`config.mk`:
```
export PLATFORM = sky130hd
export DESIGN_NAME = stopwatch_ctrl
export DESIGN_NICKNAME = d
export VERILOG_FILES = /design/src/rtl/stopwatch_pkg.sv /design/src/rtl/stopwatch_ctrl_debounce.sv /design/src/rtl/stopwatch_ctrl.sv
export SDC_FILE = /design/constraint.sdc
export NUM_CORES = 1
export LEC_CHECK = 0
export ABC_CLOCK_PERIOD_IN_PS = 2300
export BUFFER_PORTS_ARGS = -buffer_cell sky130_fd_sc_hd__clkbuf_2
export CORE_UTILIZATION = 55
export CTS_BUF_LIST = sky130_fd_sc_hd__clkbuf_8
export DETAILED_ROUTE_END_ITERATION = 6
export PLACE_DENSITY = 0.79
export SLEW_MARGIN = 20
export SYNTH_ARGS = -nofsm -noshare
export SYNTH_HDL_FRONTEND = slang
export SYNTH_SLANG_ARGS = --single-unit
```
`constraint.sdc`:
```
create_clock -name clk -period 2.3 [get_ports clk]
set_input_delay 0.345 -clock clk [delete_from_list [all_inputs] [get_ports clk]]
set_output_delay 0.345 -clock clk [all_outputs]
set_load 0.01 [all_outputs]
```
`src/rtl/stopwatch_pkg.sv`:
```
// Shared definitions for the stopwatch control slice: FSM encoding, default
// timing constants and a small elaboration-time helper.
package stopwatch_pkg;

    typedef enum logic {
        RUN    = 1'b0,
        PAUSED = 1'b1
    } state_t;

    localparam int DEF_DIV_RUN   = 100_000_000;
    localparam int DEF_DIV_ADJ   = 50_000_000;
    localparam int DEF_DB_CYCLES = 1_000_000;

    function automatic int max_int(input int a, input int b);
        return (a > b) ? a : b;
    endfunction

endpackage

```
`src/rtl/stopwatch_ctrl_debounce.sv`:
```
// Two-flop synchronizer followed by a counting debouncer; flip is high in the
// cycle whose closing edge changes the debounced level.
module debounce
    import stopwatch_pkg::*;
#(
    parameter int DB_CYCLES = DEF_DB_CYCLES
) (
    input  logic clk,
    input  logic rst,
    input  logic raw,
    output logic db,
    output logic flip
);
    localparam int CW = $clog2(DB_CYCLES + 1);
    localparam logic [CW-1:0] CNT_LAST = CW'(DB_CYCLES - 1);

    logic          sync1_reg;
    logic          sync2_reg;
    logic          db_reg;
    logic [CW-1:0] cnt_reg;

    // The counter only runs while the synchronized level disagrees with the output.
    assign flip = (sync2_reg != db_reg) && (cnt_reg == CNT_LAST);
    assign db   = db_reg;

    always_ff @(posedge clk or negedge rst) begin
        if (!rst) begin
            sync1_reg <= 1'b0;
            sync2_reg <= 1'b0;
            db_reg    <= 1'b0;
            cnt_reg   <= '0;
        end else begin
            sync1_reg <= raw;
            sync2_reg <= sync1_reg;
            if (sync2_reg == db_reg) begin
                cnt_reg <= '0;
            end else if (flip) begin
                db_reg  <= sync2_reg;
                cnt_reg <= '0;
            end else begin
                cnt_reg <= cnt_reg + CW'(1);
            end
        end
    end

endmodule

```
`src/rtl/stopwatch_ctrl.sv`:
```
// Stopwatch control: debounced buttons, RUN/PAUSED FSM, mode-dependent
// prescaler and registered enable / clear pulses for the counter chain.
module stopwatch_ctrl
    import stopwatch_pkg::*;
#(
    parameter int DIV_RUN   = DEF_DIV_RUN,
    parameter int DIV_ADJ   = DEF_DIV_ADJ,
    parameter int DB_CYCLES = DEF_DB_CYCLES
) (
    input  logic clk,
    input  logic rst,
    input  logic btn_pause,
    input  logic btn_reset,
    input  logic sw_adj,
    output logic en,
    output logic cnt_clr,
    output logic adj,
    output logic paused
);
    localparam int PW_RAW = $clog2(max_int(DIV_RUN, DIV_ADJ));
    localparam int PW     = (PW_RAW > 0) ? PW_RAW : 1;
    localparam logic [PW-1:0] RUN_LAST = PW'(DIV_RUN - 1);
    localparam logic [PW-1:0] ADJ_LAST = PW'(DIV_ADJ - 1);

    localparam int IDX_PAUSE = 0;
    localparam int IDX_RESET = 1;
    localparam int IDX_ADJ   = 2;

    logic [2:0] raw_vec;
    logic [2:0] db_vec;
    logic [2:0] flip_vec;

    assign raw_vec = {sw_adj, btn_reset, btn_pause};

    genvar gi;
    generate
        for (gi = 0; gi < 3; gi++) begin : g_debounce
            debounce #(
                .DB_CYCLES(DB_CYCLES)
            ) u_debounce (
                .clk (clk),
                .rst (rst),
                .raw (raw_vec[gi]),
                .db  (db_vec[gi]),
                .flip(flip_vec[gi])
            );
        end
    endgenerate

    state_t        state_reg;
    logic          paused_reg;
    logic          en_reg;
    logic          cnt_clr_reg;
    logic          pause_pulse_reg;
    logic          reset_pulse_reg;
    logic [PW-1:0] presc_reg;

    logic          adj_level;
    logic          adj_flip;
    logic [PW-1:0] presc_last;
    logic          tick;

    assign adj_level  = db_vec[IDX_ADJ];
    assign adj_flip   = flip_vec[IDX_ADJ];
    assign presc_last = adj_level ? ADJ_LAST : RUN_LAST;
    // A mode change restarts the prescaler, so the terminal count of the old mode is dropped.
    assign tick       = (presc_reg == presc_last) && !adj_flip;

    always_ff @(posedge clk or negedge rst) begin
        if (!rst) begin
            state_reg       <= PAUSED;
            paused_reg      <= 1'b1;
            en_reg          <= 1'b0;
            cnt_clr_reg     <= 1'b0;
            pause_pulse_reg <= 1'b0;
            reset_pulse_reg <= 1'b0;
            presc_reg       <= '0;
        end else begin
            // Rising edges of the debounced buttons, one cycle after the level flips.
            pause_pulse_reg <= flip_vec[IDX_PAUSE] && !db_vec[IDX_PAUSE];
            reset_pulse_reg <= flip_vec[IDX_RESET] && !db_vec[IDX_RESET];

            cnt_clr_reg <= reset_pulse_reg;
            en_reg      <= tick && (state_reg == RUN || adj_level) && !reset_pulse_reg;

            if (reset_pulse_reg || adj_flip || tick) begin
                presc_reg <= '0;
            end else begin
                presc_reg <= presc_reg + PW'(1);
            end

            // A clear wins over a coincident pause press.
            if (pause_pulse_reg && !reset_pulse_reg) begin
                state_reg  <= (state_reg == RUN) ? PAUSED : RUN;
                paused_reg <= (state_reg == RUN);
            end
        end
    end

    assign en      = en_reg;
    assign cnt_clr = cnt_clr_reg;
    assign adj     = adj_level;
    assign paused  = paused_reg;

endmodule
```
After elaboration in Yosys (flattened, before gate mapping)
Cells that the tools add are included.

Bits in registers: 102. Output and inout bits: 4. Input port bits: 5.

Bitwise operators: 4. Mux-type cells: 9. Add/subtract/negate cells: 4. Equal/unequal tests: 10. Reductions and logical operators: 19.

Operators by type and width (number): $mux W20 (6); $add A20 B1 Y20 const B (3); $eq A20 B20 Y1 const B (3); $mux W27 (2); $add A27 B1 Y27 const B (1); $eq A27 B27 Y1 (1); $logic_and A1 B1 Y1 (9); $reduce_and A2 Y1 (3); $logic_not A1 Y1 (4); $not A1 Y1 (4); $eq A1 B1 Y1 (3); $logic_or A1 B1 Y1 (3); $ne A1 B1 Y1 (3); $mux W1 (1).

Logic depth before layout (Yosys ltp)
Depth in word-level cells: 6. Gate-level depth with buffers: 8. Depth with buffers taken out: 6.

Hierarchy
From an unflattened synthesis, not the netlist that was laid out.

Cells, all modules: 509. Area, all modules: 5023.6 um2.

Modules (own cells, without submodules): debounce (area an instance 1111.1 um2, instances 3, cells each 115); stopwatch_ctrl (area an instance 1690.4 um2, instances 1, cells each 164).

Worst setup path before layout
Ideal clock, no wire load.

Path kind: register to register. Start: register g_debounce[2].u_debounce.cnt_reg[6]. End: register presc_reg[10]. Path buffers: 1. Arrival: 1.766 ns. Required time: 2.181 ns. Slack: 0.415 ns. Clock period less this slack: 1.885 ns. Library setup time: 0.119 ns. Stages on the path, launching flop included: 7. Cells stage by stage: dfrtp_1 -> or4_1 -> nor4b_2 -> a31o_2 -> o21bai_4 -> buf_6 -> nor2_1.

Cells in the longest elaborated chain, start to end: 6.

Ends and longest elaborated chain: start, declared (line stopwatch_ctrl_debounce.sv:20) `logic [CW-1:0] cnt_reg;`; start signal, assigned (line stopwatch_ctrl_debounce.sv:41) `cnt_reg <= cnt_reg + CW'(1);`; $eq A20 B20 Y1 (*) (line stopwatch_ctrl_debounce.sv:23) `assign flip = (sync2_reg != db_reg) && (cnt_reg == CNT_LAST);`; $logic_and A1 B1 Y1 (*) (line stopwatch_ctrl_debounce.sv:23); $logic_not A1 Y1 (line stopwatch_ctrl.sv:67) `assign tick = (presc_reg == presc_last) && !adj_flip;`; $logic_and A1 B1 Y1 (line stopwatch_ctrl.sv:67); $logic_or A1 B1 Y1 (*) (line stopwatch_ctrl.sv:86) `if (reset_pulse_reg || adj_flip || tick) begin`; $mux W27 (*) (line stopwatch_ctrl.sv:86); end signal, assigned (line stopwatch_ctrl.sv:89) `presc_reg <= presc_reg + PW'(1);`; end, declared (line stopwatch_ctrl.sv:56) `logic [PW-1:0] presc_reg;`.

Mark *: on every way between the ends. The rest lies on a longest branch, timed or not. A chain may end at the register's enable or synchronous reset.

Worst setup path after layout
Start: register g_debounce[2].u_debounce.cnt_reg[6]. End: register g_debounce[2].u_debounce.cnt_reg[4].

Cells in the longest elaborated chain, start to end: 4.

Ends and longest elaborated chain: $eq A20 B20 Y1 (line stopwatch_ctrl_debounce.sv:23); $logic_and A1 B1 Y1 (line stopwatch_ctrl_debounce.sv:23); $mux W20 (line stopwatch_ctrl_debounce.sv:37) `end else if (flip) begin`; $mux W20 (line stopwatch_ctrl_debounce.sv:35) `if (sync2_reg == db_reg) begin`.

No other way between the ends.

==> impl_metrics.py <==
metrics = {
    "timing": {
        "setup-tns-final_ns": 0,
        "hold_viol_final": 0,
        "slew_violations": 0,
        "clock_skew_ns": 0.0102,
        "fin_crit_ns": 2.08,
        "fin_crit_sh_pct": 90.3,
        "relSlewSlack_pct": 57.6,
        "rsz0062_at_grt": "no",
        "max_freq_mhz": 482,
        "finalSetupViolCount": 0,
        "tightest_slew_ns": 0.631,
    },
    "placed_design": {
        "io_buffers": 8,
        "dpl.hpwl_um": 5700,
        "place_area_um2": 4970,
        "gp_congestion": 0.815,
    },
    "worst_setup_path": {
        "start_kind": "register",
        "cp_max_fo": 19,
        "slowest_delay_ns": 0.55,
        "r2r_cells": 5,
        "reg2reg_setup_slack_ns": 0.22,
        "crit_arrival_ns": 2.32,
        "crit_family": "simple AND/OR/NAND/NOR gates",
        "cp_cell_sequence": "or4_1, nor4b_2, nand2_1, nand2_2, nor2_1",
        "cpMaxStageDelayCell": "or4_1",
        "path_class": "register to register",
        "crit_buf_inv": 0,
        "r2r-start": "g_debounce[2].u_debounce.cnt_reg[6]$_DFF_PN0_",
        "crit_path_end_kind": "register",
        "cp_data_required_time_ns": 2.54,
        "timing.rr.end": "g_debounce[2].u_debounce.cnt_reg[4]$_DFF_PN0_",
    },
    "drt": {
        "wirelength_um": 8240,
        "wl_per_cell_um": 13.8,
        "drt_drc_violations_left": 0,
        "vias_per_cell": 5.51,
        "vias": 3288,
        "ant_nets": 0,
        "drt_iter0_markers": 81,
        "drt_pass1_iterations": 4,
    },
    "global_routing": {
        "grt.total_usage_pct": 20.9,
        "grt_pass1_vias": 3304,
        "grt_pass1_wl_um": 14800,
        "antenna_found_initial": 0,
        "grt_max_degree": 46,
        "grt_overflow_total": 0,
    },
    "layout": {
        "fin_util_pct": 62.8,
        "final_nets": 496,
        "regArea_um2": 2530,
        "drive_gt1_share_pct": 8.94,
        "largest_reg_flops": 60,
        "fillerInstances": 696,
        "multiInputGateArea_um2": 2160,
        "syn_to_final_growth_pct": 8.89,
        "antenna_cells": 0,
        "stdcell_area_um2": 5210,
    },
    "synth": {
        "synth.area.top_cells": "dfrtp_1 52%, xor2_1 9.2%, nor2_1 8.0%",
        "synth_area_um2": 4790,
        "ys_top_cells_by_count": "102 x nor2_1, 100 x dfrtp_1, 50 x xor2_1",
        "syn_nets": 481,
        "synth_flop_cell": "dfrtp_1",
        "ys.warnings.count": 0,
        "ys_seq_area_share_pct": 52.8,
        "yosysUniqueCellTypes": 44,
        "synth.most_common_cell": "nor2_1",
        "synth_top_area_cell": "dfrtp_1",
        "async_flop_share_pct": 100,
        "synth_edf_count": 0,
        "syn_inst": 472,
        "netlist.area_leader.share_pct": 52.3,
        "synth-seq-cells": 101,
        "synth.avg_cell_area_um2": 10.1,
    },
    "clock_tree": {
        "h-tree-depth": 3,
        "clock_sinks": 101,
        "clockBufferDepth": 2,
        "cts_buffers": 9,
        "clk_latency_ns": 0.36,
        "clkSlewWorstSetupHoldPaths_ns": 0.10,
        "cts-root-buf": "clkbuf_8",
        "cts_tree": "built",
    },
    "worst_hold_path": {
        "holdPathEnd": "g_debounce[0].u_debounce.sync1_reg$_DFF_PN0_",
        "min_delay_path_depth": 1,
        "hp-start": "btn_pause",
        "hold_class": "input port to register",
    },
    "floorplan": {
        "fp-row-count": 33,
        "die_x_um": 95.3,
        "initial_core_util_pct": 57.7,
        "die_y_um": 95.3,
        "core_region_area_um2": 8300,
        "ios": 9,
        "die_area_um2": 9080,
    },
    "power": {
        "p_leak_uw": 0.00226,
        "irDropWorstVdd_v": 0.000320,
        "power_density_nw_per_um2": 606,
        "power.total_uw": 3160,
    },
    "run": {
        "drv_cap": 0,
    },
    "run_status": {
        "status": "completed",
    },
}
==> worst max path at each step <==
stage / from / endpoint / slack [ns] / cells after the start
floorplan: g_debounce[2].u_debounce.cnt_reg[6]$_DFF_PN0_ / presc_reg[10]$_DFF_PN0_ / 0.41 / 6
global placement: g_debounce[2].u_debounce.cnt_reg[6]$_DFF_PN0_ / presc_reg[9]$_DFF_PN0_ / 0.29 / 6
detailed placement: g_debounce[2].u_debounce.cnt_reg[6]$_DFF_PN0_ / g_debounce[2].u_debounce.cnt_reg[3]$_DFF_PN0_ / 0.22 / 5
CTS: g_debounce[2].u_debounce.cnt_reg[6]$_DFF_PN0_ / g_debounce[2].u_debounce.cnt_reg[4]$_DFF_PN0_ / 0.20 / 5
global route: g_debounce[2].u_debounce.cnt_reg[6]$_DFF_PN0_ / g_debounce[2].u_debounce.cnt_reg[4]$_DFF_PN0_ / 0.05 / 5
finish: g_debounce[2].u_debounce.cnt_reg[6]$_DFF_PN0_ / g_debounce[2].u_debounce.cnt_reg[4]$_DFF_PN0_ / 0.22 / 5
==> per-layer routing <==
metal | wire length [um] | share of wire (%) | up-vias | global-route usage [%]
li1 | - | - | 1627 | -
met1 | 3970 | 48 | 1621 | 28.1
met2 | 3940 | 48 | 29 | 33.6
met3 | 206 | 2.5 | 11 | 4.63
met4 | 113 | 1.4 | 0 | 7.07
met5 | 0 | 0 | - | 0
==> timing repair <==
action / in CTS / in global routing
endpoints found under the setup margin: 0 / 1
endpoints found under the hold margin: 41 / 0
hold buffers: 1 / 0
resized for setup: 0 / 1
setup buffers: 0 / 0
==> kinds of logic (layout without fill, tap and decap cells) <==
| logic type | count (synthesis) | count (layout) | synth area share, % |
|---|---|---|---|
| buf+inv | 21 | 41 | 2.14 |
| flops | 101 | 101 | 52.8 |
| mux | 3 | 3 | 0.706 |
| compound gates | 11 | 11 | 1.78 |
| simple gates | 251 | 251 | 26.7 |
| fa+ha+maj | 4 | 4 | 1.05 |
| xor+xnor | 81 | 81 | 14.8 |
==> per-stage QoR <==
step | instances | hold slack (ns) | setup WS, ns
after floorplan | 472 | 0.0494 | 0.415
after global placement | 580 | 0.334 | 0.292
after detailed placement | 580 | 0.335 | 0.220
after CTS | 597 | 0.0672 | 0.204
after global routing | 597 | 0.0616 | 0.0533
final | 597 | 0.0773 | 0.224
==> cell usage in the layout, fill, tap and decap left out, types with 3 or more instances in the layout <==
cell type | Yosys | layout
clkbuf_2 | 1 | 7
nor4bb_1 | 3 | 3
nor3_1 | 6 | 6
inv_1 | 9 | 10
buf_4 | 1 | 6
nand4_1 | 22 | 22
dfrtp_1 | 100 | 100
nor4_1 | 6 | 6
and4_1 | 6 | 6
nor2_1 | 102 | 102
nor4b_1 | 3 | 3
clkbuf_8 | 0 | 10
xor2_1 | 50 | 50
nand4b_1 | 4 | 4
nand3_1 | 36 | 36
and3_1 | 12 | 12
xnor2_1 | 31 | 31
and2_1 | 3 | 3
nor3b_1 | 6 | 6
a21oi_1 | 3 | 3
ha_1 | 4 | 4
nand2_1 | 25 | 25
mux2_2 | 3 | 3
==> where the power goes <==
group          switching, uW  internal, uW  total, uW
clock                    613           654       1270
sequential              15.0          1790       1810
combinational           60.3          24.7       85.0
==> layout make-up <==
class | count | area share [%]
clock inverter | 6 | 1.78
timing repair buffer | 16 | 2.50
tap | 105 | 2.52
multi-input combinational | 350 | 41.4
inverter | 9 | 0.648
sequential | 101 | 48.5
clock buffer | 10 | 2.64
No activity file was read; power rests on OpenSTA's default activity.
